===== config.mk =====
export PLATFORM = sky130hd
export DESIGN_NAME = stream_demux
export DESIGN_NICKNAME = d
export VERILOG_FILES = /design/src/rtl/mux_pkg.sv /design/src/rtl/demux_slot.sv /design/src/rtl/stream_demux.sv
export SDC_FILE = /design/constraint.sdc
export NUM_CORES = 1
export LEC_CHECK = 0
export CORE_MARGIN = 4
export CORE_UTILIZATION = 30
export CTS_BUF_LIST = sky130_fd_sc_hd__clkbuf_8
export CTS_CLUSTER_SIZE = 12
export DETAILED_ROUTE_END_ITERATION = 6
export PLACE_DENSITY = 0.65
export SLEW_MARGIN = 0
export SYNTH_ARGS = -nofsm -noshare
export SYNTH_HDL_FRONTEND = slang
export SYNTH_SLANG_ARGS = --single-unit

===== constraint.sdc =====
create_clock -name clk -period 4.3 [get_ports clk]
set_clock_uncertainty 0.15 [all_clocks]
set_input_delay 0.645 -clock clk [delete_from_list [all_inputs] [get_ports clk]]
set_output_delay 0.645 -clock clk [all_outputs]
set_load 0.005 [all_outputs]

===== src/rtl/mux_pkg.sv =====
// Shared constants for the stream demultiplexer and its bench: drop-counter
// width, saturation ceiling and a saturating increment.
package mux_pkg;
    localparam int DROP_CNT_W = 8;
    localparam logic [DROP_CNT_W-1:0] DROP_CNT_MAX = 8'd255;

    function automatic logic [DROP_CNT_W-1:0] sat_inc(input logic [DROP_CNT_W-1:0] value);
        return (value == DROP_CNT_MAX) ? value : value + 1'b1;
    endfunction
endpackage


===== src/rtl/demux_slot.sv =====
// Single-entry holding register for one output port. The parent guarantees
// that load is only raised when the slot is empty or draining on this edge.
module demux_slot #(
    parameter int W = 4
) (
    input  logic         clk,
    input  logic         rst_n,
    input  logic         load,
    input  logic [W-1:0] data_in,
    input  logic         ready,
    output logic         valid,
    output logic [W-1:0] data
);
    logic         r_valid;
    logic [W-1:0] r_data;

    always_ff @(posedge clk or negedge rst_n) begin
        if (!rst_n) begin
            r_valid <= 1'b0;
            r_data  <= '0;
        end else if (load) begin
            r_valid <= 1'b1;
            r_data  <= data_in;
        end else if (ready) begin
            // Data stays put after a drain; only the valid flag drops.
            r_valid <= 1'b0;
        end
    end

    assign valid = r_valid;
    assign data  = r_data;
endmodule


===== src/rtl/stream_demux.sv =====
// Routes one valid/ready input stream to N output ports by in_sel; beats aimed
// past the last port are discarded and counted.
module stream_demux
    import mux_pkg::*;
#(
    parameter int N = 9,
    parameter int M = 4,
    parameter int W = 4
) (
    input  logic                  clk,
    input  logic                  rst_n,
    input  logic                  in_valid,
    output logic                  in_ready,
    input  logic [W-1:0]          in_data,
    input  logic [M-1:0]          in_sel,
    output logic [N-1:0]          out_valid,
    input  logic [N-1:0]          out_ready,
    output logic [N*W-1:0]        out_data,
    output logic                  drop_pulse,
    output logic [DROP_CNT_W-1:0] drop_count
);
    logic [N-1:0]            w_hit;
    logic [N-1:0]            w_busy;
    logic [N-1:0]            w_load;
    logic                    w_in_range;
    logic                    w_drop;
    logic                    r_drop_pulse;
    logic [DROP_CNT_W-1:0]   r_drop_count;

    // Only the addressed slot can block the input, so in_ready never looks
    // at any other port's state.
    generate
        for (genvar gi = 0; gi < N; gi++) begin : g_slot
            assign w_hit[gi]  = (in_sel == M'(gi));
            assign w_busy[gi] = w_hit[gi] & out_valid[gi] & ~out_ready[gi];
            assign w_load[gi] = in_valid & in_ready & w_hit[gi];

            demux_slot #(.W(W)) u_slot (
                .clk     (clk),
                .rst_n   (rst_n),
                .load    (w_load[gi]),
                .data_in (in_data),
                .ready   (out_ready[gi]),
                .valid   (out_valid[gi]),
                .data    (out_data[gi*W +: W])
            );
        end
    endgenerate

    assign in_ready   = ~|w_busy;
    assign w_in_range = |w_hit;
    assign w_drop     = in_valid & in_ready & ~w_in_range;

    always_ff @(posedge clk or negedge rst_n) begin
        if (!rst_n) begin
            r_drop_pulse <= 1'b0;
            r_drop_count <= '0;
        end else begin
            r_drop_pulse <= w_drop;
            if (w_drop) begin
                r_drop_count <= sat_inc(r_drop_count);
            end
        end
    end

    assign drop_pulse = r_drop_pulse;
    assign drop_count = r_drop_count;
endmodule


==> results by group <==
Run status
  • Status: complete, no violations

STA
  • Min Tclk post-route: 3.51 ns
  • Final Hold Vio Count: 0
  • Tightest Pin Transition: 0.681 ns
  • RSZ-0062 raised after global routing: no
  • WHS: 0.309 ns
  • Setup TNS: 0 ns
  • Final setup fails: 0
  • Max Clock Freq: 285 MHz
  • Fin crit share: 0.817
  • Max-slew violation count: 0
  • Worst slew margin: 0.546

Synth
  • Area contributors post-synth: dfrtp_1, mux2_2, buf_4, mux2_4, xor2_1
  • Post-Synthesis Net Count: 197
  • Post-Syn Area: 2380 um^2
  • Top cells by instance count after synthesis: dfrtp_1, mux2_2, nand2_1
  • Netlist cell types: 41
  • Yosys top cell by area: dfrtp_1
  • Synthesis warning total: 0
  • Post-Syn Instances: 176
  • Top FF cell, synth: dfrtp_1
  • Post-synth EDFFs: 0
  • Post-synthesis sequential area ratio: 0.567
  • Syn Area/Cell: 13.5 um^2
  • Number of synthesized register bits: 54
  • Fraction of registers with async set/reset: 1.00
  • Top-area cell type share of the netlist area: 0.567
  • Count leader, synth: dfrtp_1

Power
  • Int Power: 1.07 mW
  • Sequential power share: 0.481
  • LEAKAGE: 1.41 nW
  • VDD IR max: 0.212 mV
  • Clk pwr share: 0.237
  • Switching Power: 373 uW
  • Logic pwr share: 0.282
  • Switch share: 0.258
  • Power Total: 1.45 mW
  • Pwr/cell area: 442 nW/um^2

Clock network
  • Cts bufs inserted: 5
  • Post-CTS setup buffer count: 0
  • Longest Clk Path Bufs: 2
  • Hold buffer count at CTS: 0
  • Clock-pin slew on the worst setup and hold paths: 0.10 ns
  • H-tree depth: 2
  • Worst-skew pair later-pin latency: 0.30 ns
  • Post-CTS Resized: 0
  • CTS tree: built
  • Root Driver: clkbuf_8
  • Clock Sinks: 54

Routing
  • Vias/cell: 4.56
  • Vias: 1586
  • Post-route antenna net violation count: 0
  • DRC violations left: 0
  • Final WL: 5510 um
  • DR pass1 iterations: 3
  • Wire length per cell: 15.8 um
  • Initial drt markers: 38

Global routing
  • Vias in the first global route: 1652
  • Initial antenna violation count: 0
  • First-pass GRT wire length: 9050 um
  • Largest net degree at the start of global routing: 55
  • GRT overflow: 0
  • Total track usage: 0.120

Floorplan
  • Die width: 97.2 um
  • Starting Density: 0.309
  • Core ar.: 7730 um^2
  • Die height: 97.2 um
  • Io pins: 75
  • Row Count: 32
  • Die area: 9440 um^2

Setup path
  • Critical path startpoint category: primary input
  • Critical path class: primary input to output port
  • Critical Path RT: 3.50 ns
  • CP arrival: 2.72 ns
  • CP Capture Type: output port
  • CP Max Fanout: 8

Flow run
  • Max-Cap Viols: 0

Placement
  • Placed Instances: 340
  • Routability cong.: 0.819
  • DPL Wire Length: 4060 um
  • Port Buf Inserts: 74

Final layout
  • Area delta synth->final: 37.3%
  • Share of layout cells above drive strength 1: 0.244
  • Finished Core Util: 0.424
  • Fin cells: 348
  • ANT cells: 0
  • Total Nets Final: 266

Worst hold path
  • Hold WC Path Type: primary input to asynchronous set/reset pin
-- through the flow --
stage	instance area [um^2]	setup slack, ns
6_report	3270	0.789
5_1_grt	3270	0.683
4_1_cts	3270	0.792
3_5_place_dp	3160	0.800
3_3_place_gp	3160	0.835
2_1_floorplan	2380	1.95
-- layout by cell type, fill, tap and decap left out, types with 2 or more instances in the layout --
cell	count
and3_1	2
clkbuf_8	5
clkdlybuf4s50_1	73
dfrtp_1	54
inv_1	2
mux2_2	33
mux2_4	4
nand2_1	10
nand2b_1	6
nand3_1	7
nand4_1	2
nor2_1	4
nor2b_1	4
nor3_2	2
nor3b_4	2
o21ai_0	2
xnor2_1	2
xor2_1	5
-- path summary, 6_finish.rpt --
kind,cells after the start,startpoint,slack [ns],to
max,5,in_sel[1],0.79,in_ready
max reg2reg,4,g_slot[0].u_slot.valid,2.58,g_slot[0].u_slot.data[2]
min reg2reg,1,g_slot[4].u_slot.data[3],0.37,g_slot[4].u_slot.data[3]
min,2,rst_n,0.31,g_slot[4].u_slot.data[3]
max in group asynchronous,2,rst_n,3.24,g_slot[3].u_slot.valid
min in group clk,1,g_slot[4].u_slot.data[3],0.37,g_slot[4].u_slot.data[3]
-- metal layers --
| metal | track usage | share of wire | vias up |
|---|---|---|---|
| li1 | - | - | 740 |
| met1 | 0.163 | 0.45 | 797 |
| met2 | 0.183 | 0.48 | 45 |
| met3 | 0.0373 | 0.058 | 4 |
| met4 | 0.0356 | 0.011 | 0 |
| met5 | 0 | 0 | - |
-- cells by family (layout without fill, tap and decap cells) --
kind of cell | after synthesis | in the layout | synth area share
AOI/OAI and AO/OA | 11 | 11 | 0.0373
xor gates and xnor gates | 7 | 7 | 0.0257
adders and majority gates | 1 | 1 | 0.00525
buffers and inverters | 15 | 85 | 0.0425
DFF | 54 | 54 | 0.567
muxes | 38 | 38 | 0.185
and+or+nand+nor | 50 | 50 | 0.137
-- layout make-up --
| class | instances | area [um^2] |
|---|---|---|
| sequential | 54 | 1350 |
| clock buffer | 5 | 68.8 |
| fill | 747 | 4450 |
| multi-input combinational | 107 | 932 |
| timing repair buffer | 75 | 743 |
| clock inverter | 3 | 43.8 |
| inverter | 2 | 7.51 |
| tap | 102 | 128 |
-- power groups by stage --
stage	combinational [mW]	clock [mW]	sequential, mW
final	0.408	0.343	0.696
after floorplan	0.137	0	0.703
after CTS	0.418	0.358	0.699
after global routing	0.441	0.382	0.716
after detailed placement	0.416	0	0.707
after global placement	0.411	0	0.708
-- critical path, stage by stage --
cell,delay [ns]
clkdlybuf4s50_1,0.60
nor2b_1,0.27
a221o_1,0.36
a221oi_1,0.28
clkdlybuf4s50_1,0.56
-- registers in the layout (all words and copies together) (netlist names) --
name	flops
drop_count	8
drop_pulse	1
g_slot.u_slot.data	36
g_slot.u_slot.valid	9
Power figures use the tool's default switching activity.
